**src/rtl/ysyx_22040127_pkg.sv**
```systemverilog
// Shared IFU definitions: reset fetch address, IF->ID bus layout and the
// instruction-half selection helper.
package ysyx_22040127_pkg;

  localparam logic [31:0] RESET_PC_DEFAULT = 32'h8000_0000;

  // IF->ID bus is {inst[31:0], pc[31:0]}
  localparam int unsigned IF_TO_ID_WIDTH = 64;
  localparam int unsigned BUS_PC_LSB     = 0;
  localparam int unsigned BUS_PC_MSB     = 31;
  localparam int unsigned BUS_INST_LSB   = 32;
  localparam int unsigned BUS_INST_MSB   = 63;

  // A fetch returns an aligned 8-byte line; pc[2] picks the 32-bit half.
  function automatic logic [31:0] pick_inst(input logic [63:0] line, input logic pc_bit2);
    return pc_bit2 ? line[63:32] : line[31:0];
  endfunction

endpackage

```
**src/rtl/ysyx_22040127_fetch_queue.sv**
```systemverilog
// Fetch queue: in-order entry storage with head (pop), tail (allocate) and
// fill (oldest entry still waiting for its response) pointers.
module ysyx_22040127_fetch_queue
  import ysyx_22040127_pkg::*;
#(
  parameter int unsigned DEPTH = 4
) (
  input  logic                           clk,
  input  logic                           rst,
  input  logic                           i_flush,
  input  logic                           i_alloc,
  input  logic [31:0]                    i_alloc_pc,
  input  logic                           i_fill,
  input  logic [63:0]                    i_fill_data,
  input  logic                           i_pop,
  output logic [$clog2(DEPTH):0]         o_count,
  output logic                           o_head_ready,
  output logic [IF_TO_ID_WIDTH-1:0]      o_head_bus
);

  localparam int unsigned AW = $clog2(DEPTH);
  localparam int unsigned CW = AW + 1;

  logic [DEPTH-1:0] r_alloc;
  logic [DEPTH-1:0] r_filled;
  logic [31:0]      r_pc   [DEPTH];
  logic [31:0]      r_inst [DEPTH];
  logic [AW-1:0]    r_head;
  logic [AW-1:0]    r_tail;
  logic [AW-1:0]    r_fill;
  logic [CW-1:0]    r_count;

  // Entry flags, pointers and occupancy; flush drops every entry at once.
  always_ff @(posedge clk) begin
    if (rst || i_flush) begin
      r_alloc  <= '0;
      r_filled <= '0;
      r_head   <= '0;
      r_tail   <= '0;
      r_fill   <= '0;
      r_count  <= '0;
    end else begin
      if (i_alloc) begin
        r_alloc[r_tail]  <= 1'b1;
        r_filled[r_tail] <= 1'b0;
        r_tail           <= r_tail + 1'b1;
      end
      // Responses are in order, so the fill pointer always names the right entry.
      if (i_fill) begin
        r_filled[r_fill] <= 1'b1;
        r_fill           <= r_fill + 1'b1;
      end
      if (i_pop) begin
        r_alloc[r_head]  <= 1'b0;
        r_filled[r_head] <= 1'b0;
        r_head           <= r_head + 1'b1;
      end
      r_count <= r_count + CW'(i_alloc) - CW'(i_pop);
    end
  end

  // Payload storage needs no reset; the flags above qualify it.
  always_ff @(posedge clk) begin
    if (i_alloc && !rst && !i_flush) begin
      r_pc[r_tail] <= i_alloc_pc;
    end
    if (i_fill && !rst && !i_flush) begin
      r_inst[r_fill] <= pick_inst(i_fill_data, r_pc[r_fill][2]);
    end
  end

  // Head entry presented to the top; valid only once its data has arrived.
  always_comb begin
    o_count      = r_count;
    o_head_ready = r_alloc[r_head] & r_filled[r_head];
    o_head_bus   = '0;
    o_head_bus[BUS_PC_MSB:BUS_PC_LSB]     = r_pc[r_head];
    o_head_bus[BUS_INST_MSB:BUS_INST_LSB] = r_inst[r_head];
  end

endmodule

```
**src/rtl/ysyx_22040127_ifu.sv**
```systemverilog
// Instruction fetch unit: fetch pointer, in-flight accounting (total P and
// live L; P-L responses belong to a redirected-away stream) and request
// generation, feeding a fetch queue that presents instructions to ID.
module ysyx_22040127_ifu
  import ysyx_22040127_pkg::*;
#(
  parameter logic [31:0] RESET_PC = RESET_PC_DEFAULT,
  parameter int unsigned FQ_DEPTH = 4
) (
  input  logic                      clk,
  input  logic                      rst,
  output logic                      req_valid,
  input  logic                      req_ready,
  output logic [31:0]               req_addr,
  input  logic                      resp_valid,
  input  logic [63:0]               resp_data,
  input  logic                      redirect_valid,
  input  logic [31:0]               redirect_pc,
  input  logic                      id_allowin,
  output logic                      if_to_id_valid,
  output logic [IF_TO_ID_WIDTH-1:0] if_to_id_bus
);

  localparam int unsigned   CW      = $clog2(FQ_DEPTH) + 1;
  localparam logic [CW-1:0] DEPTH_C = CW'(FQ_DEPTH);

  logic [31:0]               r_fpc;
  logic [CW-1:0]             r_p;
  logic [CW-1:0]             r_l;
  logic [CW-1:0]             w_fq_count;
  logic                      w_head_ready;
  logic [IF_TO_ID_WIDTH-1:0] w_head_bus;
  logic                      w_fire;
  logic                      w_resp_any;
  logic                      w_resp_live;
  logic                      w_pop;
  logic                      w_unused_ok;

  assign w_unused_ok = ^redirect_pc[1:0];

  // Request, response classification and pop decisions for this cycle.
  always_comb begin
    req_valid      = !rst && !redirect_valid && (w_fq_count < DEPTH_C) && (r_p < DEPTH_C);
    req_addr       = {r_fpc[31:3], 3'b000};
    w_fire         = req_valid && req_ready;
    // Guard against a spurious response ever underflowing P.
    w_resp_any     = resp_valid && (r_p != '0);
    // Stale responses are always older than live ones, so P==L means live.
    w_resp_live    = w_resp_any && (r_p == r_l) && !redirect_valid && !rst;
    if_to_id_valid = !rst && !redirect_valid && w_head_ready;
    if_to_id_bus   = w_head_bus;
    w_pop          = if_to_id_valid && id_allowin;
  end

  // Fetch pointer and in-flight counters; a redirect orphans all live requests.
  always_ff @(posedge clk) begin
    if (rst) begin
      r_fpc <= RESET_PC;
      r_p   <= '0;
      r_l   <= '0;
    end else begin
      r_p <= r_p + CW'(w_fire) - CW'(w_resp_any);
      if (redirect_valid) begin
        r_fpc <= {redirect_pc[31:2], 2'b00};
        r_l   <= '0;
      end else begin
        if (w_fire) begin
          r_fpc <= r_fpc + 32'd4;
        end
        r_l <= r_l + CW'(w_fire) - CW'(w_resp_live);
      end
    end
  end

  ysyx_22040127_fetch_queue #(
    .DEPTH (FQ_DEPTH)
  ) u_fetch_queue (
    .clk          (clk),
    .rst          (rst),
    .i_flush      (redirect_valid),
    .i_alloc      (w_fire),
    .i_alloc_pc   (r_fpc),
    .i_fill       (w_resp_live),
    .i_fill_data  (resp_data),
    .i_pop        (w_pop),
    .o_count      (w_fq_count),
    .o_head_ready (w_head_ready),
    .o_head_bus   (w_head_bus)
  );

endmodule

```
**config.mk**
```make
export PLATFORM = sky130hd
export DESIGN_NAME = ysyx_22040127_ifu
export DESIGN_NICKNAME = d
export VERILOG_FILES = /design/src/rtl/ysyx_22040127_pkg.sv /design/src/rtl/ysyx_22040127_fetch_queue.sv /design/src/rtl/ysyx_22040127_ifu.sv
export SDC_FILE = /design/constraint.sdc
export NUM_CORES = 1
export LEC_CHECK = 0
export CAP_MARGIN = 40
export CORE_ASPECT_RATIO = 1.5
export CORE_MARGIN = 3
export CORE_UTILIZATION = 58
export CTS_CLUSTER_SIZE = 28
export DETAILED_ROUTE_END_ITERATION = 8
export HOLD_SLACK_MARGIN = 0.05
export MAX_ROUTING_LAYER = met4
export PLACE_DENSITY = 0.85
export SKIP_LAST_GASP = 1
export SYNTH_ARGS = -nofsm -noshare
export SYNTH_HDL_FRONTEND = slang
export SYNTH_SLANG_ARGS = --single-unit
export TNS_END_PERCENT = 100
```
**constraint.sdc**
```tcl
create_clock -name clk -period 4.8 [get_ports clk]
set_input_delay 0.96 -clock clk [delete_from_list [all_inputs] [get_ports clk]]
set_output_delay 0.96 -clock clk [all_outputs]
set_load 0.05 [all_outputs]
```
-- Word-level counts from Yosys, hierarchy flattened
Memory sizes are Yosys's and may differ from the RTL's. A register that Yosys moved wholly into a read port is not among the register bits.
Index checks and enable logic that the tools add are counted.
- register bits: 55
- memory bits (writable): 256
- memories kept: 2
- memories (memory ; depth ; bits a word ; read ports ; clocked after memory_dff ; wr ports ; line ; source):
    u_fetch_queue.r_inst ; 4 ; 32 ; 1 ; 1 ; 1 ; ysyx_22040127_fetch_queue.sv:27 ; logic [31:0] r_inst [DEPTH];
    u_fetch_queue.r_pc ; 4 ; 32 ; 2 ; 2 ; 1 ; ysyx_22040127_fetch_queue.sv:26 ; logic [31:0] r_pc [DEPTH];
- add/subtract/negate cells: 10
- $lt $le $gt $ge: 8
- equal/unequal tests: 1
- muxes and demuxes: 31
- bitwise logic cells: 8
- reduce and logical (&&, ||, !) cells: 23
- operator list (operator ; count):
    $mux 32 ; 3
    $add 32x3->32 const B ; 1
    $mux 4 ; 8
    $logic_and 1x1->1 ; 17
    $and 4x4->4 ; 3
    $mux 2 ; 6
    $add 3x1->3 ; 3
    $lt 2x3->1 const B ; 3
    $mux 1 ; 9
    $sub 3x1->3 ; 3
    $not 4->4 ; 2
    $or 4x4->4 ; 2
    $add 2x1->2 const B ; 3
    $demux 1 s2 ; 3
    $ge 2x1->1 const B ; 3
    $lt 3x3->1 const B ; 2
    $bmux 1 s2 ; 2
    $eq 3x3->1 ; 1
    $reduce_bool 3->1 ; 1
    $logic_not 1->1 ; 2
    $reduce_bool 2->1 ; 1
    $reduce_or 2->1 ; 1
    $and 1x1->1 ; 1
    $logic_or 1x1->1 ; 1

-- Longest topological paths before layout
- word-level depth: 13
- gate-level depth with buffers: 13
- depth with buffers taken out: 12

-- Modules after synthesis
A second synthesis with hierarchy kept.
- cell total of the unflattened synthesis: 784
- area, all modules: 13274.0 um^2
- modules (own cells, without submodules) (module ; times used ; cells an instance ; area an instance (um^2) ; seq. area each (um^2)):
    ysyx_22040127_fetch_queue ; 1 ; 478 ; 10754.1 ; 8107.8
    ysyx_22040127_ifu ; 1 ; 306 ; 2519.9 ; 720.7

-- Least setup slack after synthesis
Ideal clock, no wire load.
- path kind: input to register
- start: input port rst
- end: register r_l[2]
- library setup time: 0.128 ns
- arrival: 3.312 ns
- slack: 1.360 ns
- stages on the path: 12
- cells stage by stage: or4_4 > nor2_1 > inv_2 > clkbuf_1 > buf_2 > ha_1 > inv_1 > ha_1 > fa_1 > xnor2_1 > xnor2_1 > nor2_1
- word-level cells in the longest chain between the ends: 7
- elaborated cells on any way between the ends: 9
- classes of those cells: add/sub (2); reduce/logical (7)
- RTL lines (item ; line ; source):
    from (decl) ; ysyx_22040127_ifu.sv:11 ; input logic rst,
    $logic_not 1->1 ; ysyx_22040127_ifu.sv:43, ysyx_22040127_ifu.sv:49 ;
    $logic_and 1x1->1 (3 in a row) ; ysyx_22040127_ifu.sv:43 ; req_valid = !rst && !redirect_valid && (w_fq_count < DEPTH_C) && (r_p < DEPTH_C);
    $logic_and 1x1->1 ; ysyx_22040127_ifu.sv:45 ; w_fire = req_valid && req_ready;
    $add 3x1->3 ; ysyx_22040127_ifu.sv:70 ; r_l <= r_l + CW'(w_fire) - CW'(w_resp_live);
    $sub 3x1->3 ; ysyx_22040127_ifu.sv:70 ;
    to (signal assigned) ; ysyx_22040127_ifu.sv:70 ;
    to (decl) ; ysyx_22040127_ifu.sv:29 ; logic [CW-1:0] r_l;
Parallel ways exist; a longest one is shown, timed or not.
A chain may end at the register's enable or synchronous reset.

==> results.yml <==
status:
  status: "completed"
synthesis:
  syn_inst: 779
  yosysTopAreaCell: "edfxtp_1"
  async_reset_ff_share_pct: 0
  yosys_warnings: 0
  synth-edff-count: 248
  synth_area_leaders: "edfxtp_1 (59%), mux4_2 (11%), dfxtp_1 (9.0%), buf_4 (2.0%), ha_1 (1.9%)"
  yosysUniqueCellTypes: 51
  syn_area_um2: 12670
  yosysSeqAreaShare_pct: 67.78
  yosys.area.top_type_share_pct: 58.77
  ys_ff_latch: 305
  avgSynthCellArea_um2: 16.27
  synthFlopType: "edfxtp_1"
finish:
  syn2layout_area_growth_pct: 24.45
  final_area_um2: 15770
  antenna-diode-count: 0
  fin_util_pct: 74.29
  fin_cells: 1243
  finalNetCount: 1077
  drive_gt1_share_pct: 15.90
clock_network:
  cts_tree: "built"
  clock_latency_ns: 0.54
  ctsRootBufferMaster: "clkbuf_16"
  cts_hold_buf: 0
  cts_buffers: 28
  htree_levels: 1
  cts_sinks: 305
  path_clk_slew_ns: 0.07
  clockBufferDepth: 3
  cts_resized: 0
  postCtsSetupBuffers: 0
placement:
  place_area_um2: 14760
  hpwl_mm: 17.79
  dpl.cell_count: 1191
  io_buffers: 192
  pre_cts_slack_ns: 0.9471
  place_congestion: 0.8873
global_routing:
  grt_pass1_vias: 7718
  grt_first_pass_wirelength_mm: 43.22
  grt_max_degree: 37
  grt_antenna_before_repair: 0
  track_usage_pct: 23.97
  grt_overflow: 0
worst_setup_path:
  ff2ff_path_depth: 10
  crit_path_max_incr_delay_ns: 0.80
  r2r_slack_ns: 1.93
  crit_buf_inv: 2
  crit_arrival_ns: 3.00
  cp-end-kind: "output port"
  slowest_stage: "dfxtp_4"
  setup.worst_path.start_class: "flip-flop"
  cp_data_required_time_ns: 3.84
  r2r-start: "r_p[2]"
  worstSetupPathType: "flip-flop to output port"
  reg2reg_to: "r_l[2]"
  critPathMaxFanout: 33
  path_cells: "buf_4 > mux4_2 > clkdlybuf4s50_1"
  crit_family: "buffers and inverters"
sta:
  setup_viol: 0
  period_minus_slack_ns: 3.959
  setup_ws_ns: 0.8405
  rsz0062_at_grt: "no"
  worst_pin_slew_ns: 0.8528
  slew_viol_final: 0
  skew_ns: 0.01277
  max_clock_freq_ghz: 0.2526
  fin_tns_setup_ns: 0
  hold_ws_ns: 0.4981
  fin_crit_sh_pct: 82.49
  max_slew_margin_pct: 43.15
  finalHoldViolCount: 0
pwr:
  power_frac_comb_pct: 10.3
  vdd_ir_drop_max_mv: 0.3252
  clkPwrFrac_pct: 39.6
  swShare_pct: 23.01
  power.share.sequential_pct: 50.1
  intPower_mw: 4.628
  power.density_nw_per_um2: 381.2
  switchingPower_mw: 1.383
  fin_total_pwr_mw: 6.011
  p_leak_nw: 5.241
die:
  die-area_um2: 23690
  die_y_um: 187.0
  die_x_um: 126.7
  num_rows: 65
  ios: 200
  initial_core_util_pct: 59.69
  design.core.area_um2: 21230
hold_path:
  holdCritStartpoint: "u_fetch_queue.r_tail[1]"
  hold_depth: 2
  hold_class: "flip-flop to flip-flop"
  hold_end: "u_fetch_queue.r_tail[1]"
routing:
  post_drt_wl_per_cell_um: 22.21
  routed-via-count: 7537
  wl_mm: 27.60
  vias_per_cell: 6.064
  dr.pass1.iters: 5
  antenna_left: 0
  drtIter0Drc: 658
  route.detailed.drc: 0
run:
  cap_violations: 0
-- worst max path at each step --
stage | startpoint | depth (start not counted) | slack, ns | to
after global placement | rst | 11 | 1.00 | r_l[2]
after floorplan | rst | 12 | 1.36 | r_l[2]
final | flip-flop | 3 | 0.84 | if_to_id_bus[38]
after global routing | flip-flop | 3 | 0.64 | if_to_id_bus[38]
after detailed placement | rst | 11 | 0.95 | r_l[2]
after CTS | flip-flop | 3 | 0.75 | if_to_id_bus[38]
-- tightest hold or removal path: stages, from the launching register on --
cell     delay, ns
dfxtp_1       0.34
nand2_1       0.06
a21oi_1       0.05
-- Yosys cell counts, drive strengths merged (7+ instances only) --
cell type and n:
o21ai 17, inv 26, ha 19, edfxtp 248
mux4 63, buf 46, nor2 41, clkbuf 24
nand4 19, a21oi 25, a31oi 16, nand3 15
mux2 36, dfxtp 57, xnor2 7, nand2 35
and3 10, a211oi 8
-- registers in the layout, indices dropped and copies added (netlist names), named ones only --
signal / cells
u_fetch_queue.r_inst: 128
u_fetch_queue.o_count: 3
u_fetch_queue.r_head: 2
u_fetch_queue.r_tail: 2
u_fetch_queue.r_alloc: 4
u_fetch_queue.r_pc: 120
r_p: 3
u_fetch_queue.r_filled: 4
r_l: 3
r_fpc: 30
u_fetch_queue.r_fill: 2
-- cells by family (layout without fill, tap and decap cells) --
logic type,Yosys count,count (layout),share of synthesized area (%)
flops,305,305,67.78
other cells,1,5,0.02960
compound gates,90,90,4.483
buf+inv,96,288,3.960
xor+xnor,13,13,0.8986
mux,99,99,14.40
simple gates,153,153,6.102
fa+ha+maj,22,22,2.350
-- placed cells by master (no fill, tap or decap), types with 4 or more instances in the layout --
| cell type | Yosys | final |
|---|---|---|
| a211oi_1 | 8 | 8 |
| xnor2_1 | 7 | 7 |
| bufinv_16 | 0 | 5 |
| nor2_1 | 41 | 41 |
| o21ai_0 | 14 | 14 |
| nand2b_1 | 4 | 4 |
| dfxtp_1 | 57 | 55 |
| nand4_1 | 19 | 19 |
| conb_1 | 1 | 5 |
| a31oi_1 | 16 | 16 |
| o211ai_1 | 5 | 5 |
| ha_1 | 19 | 19 |
| buf_4 | 34 | 13 |
| inv_1 | 25 | 25 |
| nand2_1 | 35 | 35 |
| edfxtp_1 | 248 | 248 |
| mux2_2 | 18 | 18 |
| nor3_1 | 5 | 5 |
| and3_1 | 10 | 10 |
| clkinv_2 | 0 | 4 |
| xor2_1 | 6 | 6 |
| mux4_2 | 63 | 63 |
| a21oi_1 | 25 | 25 |
| clkbuf_16 | 0 | 29 |
| clkdlybuf4s50_1 | 0 | 190 |
| nor4_1 | 4 | 4 |
| buf_12 | 0 | 7 |
| and2_1 | 6 | 6 |
| nand3_1 | 15 | 15 |
| mux2_1 | 18 | 18 |
-- layout make-up --
cell class / count / area, µm²
tap: 268 / 335.3
clock buffer: 35 / 778.2
timing repair buffer: 210 / 2140
multi-input combinational: 382 / 3596
sequential: 305 / 8593
clock inverter: 17 / 229.0
fill: 1284 / 5458
inverter: 26 / 97.59
-- power groups by stage --
| stage | registers, mW | logic, mW | clock network [mW] |
|---|---|---|---|
| 2_1_floorplan | 3.04 | 0.408 | 0 |
| 3_3_place_gp | 3.06 | 0.600 | 0 |
| 3_5_place_dp | 3.07 | 0.616 | 0 |
| 4_1_cts | 3.01 | 0.625 | 2.43 |
| 5_1_grt | 3.02 | 0.663 | 2.53 |
| 6_report | 3.01 | 0.619 | 2.38 |
-- metal layers --
layer  vias to the layer above  GRT usage (%)  routed length [µm]  part of all wire, %
li1                       3348              -                   -                    -
met1                      3781          29.62               10140                   37
met2                       344          41.39               14870                   54
met3                        64          2.514                1726                  6.3
met4                         0          8.175                 872                  3.2
met5                         -              -                   0                    0
Note: power is estimated with default switching activity, not from simulation.
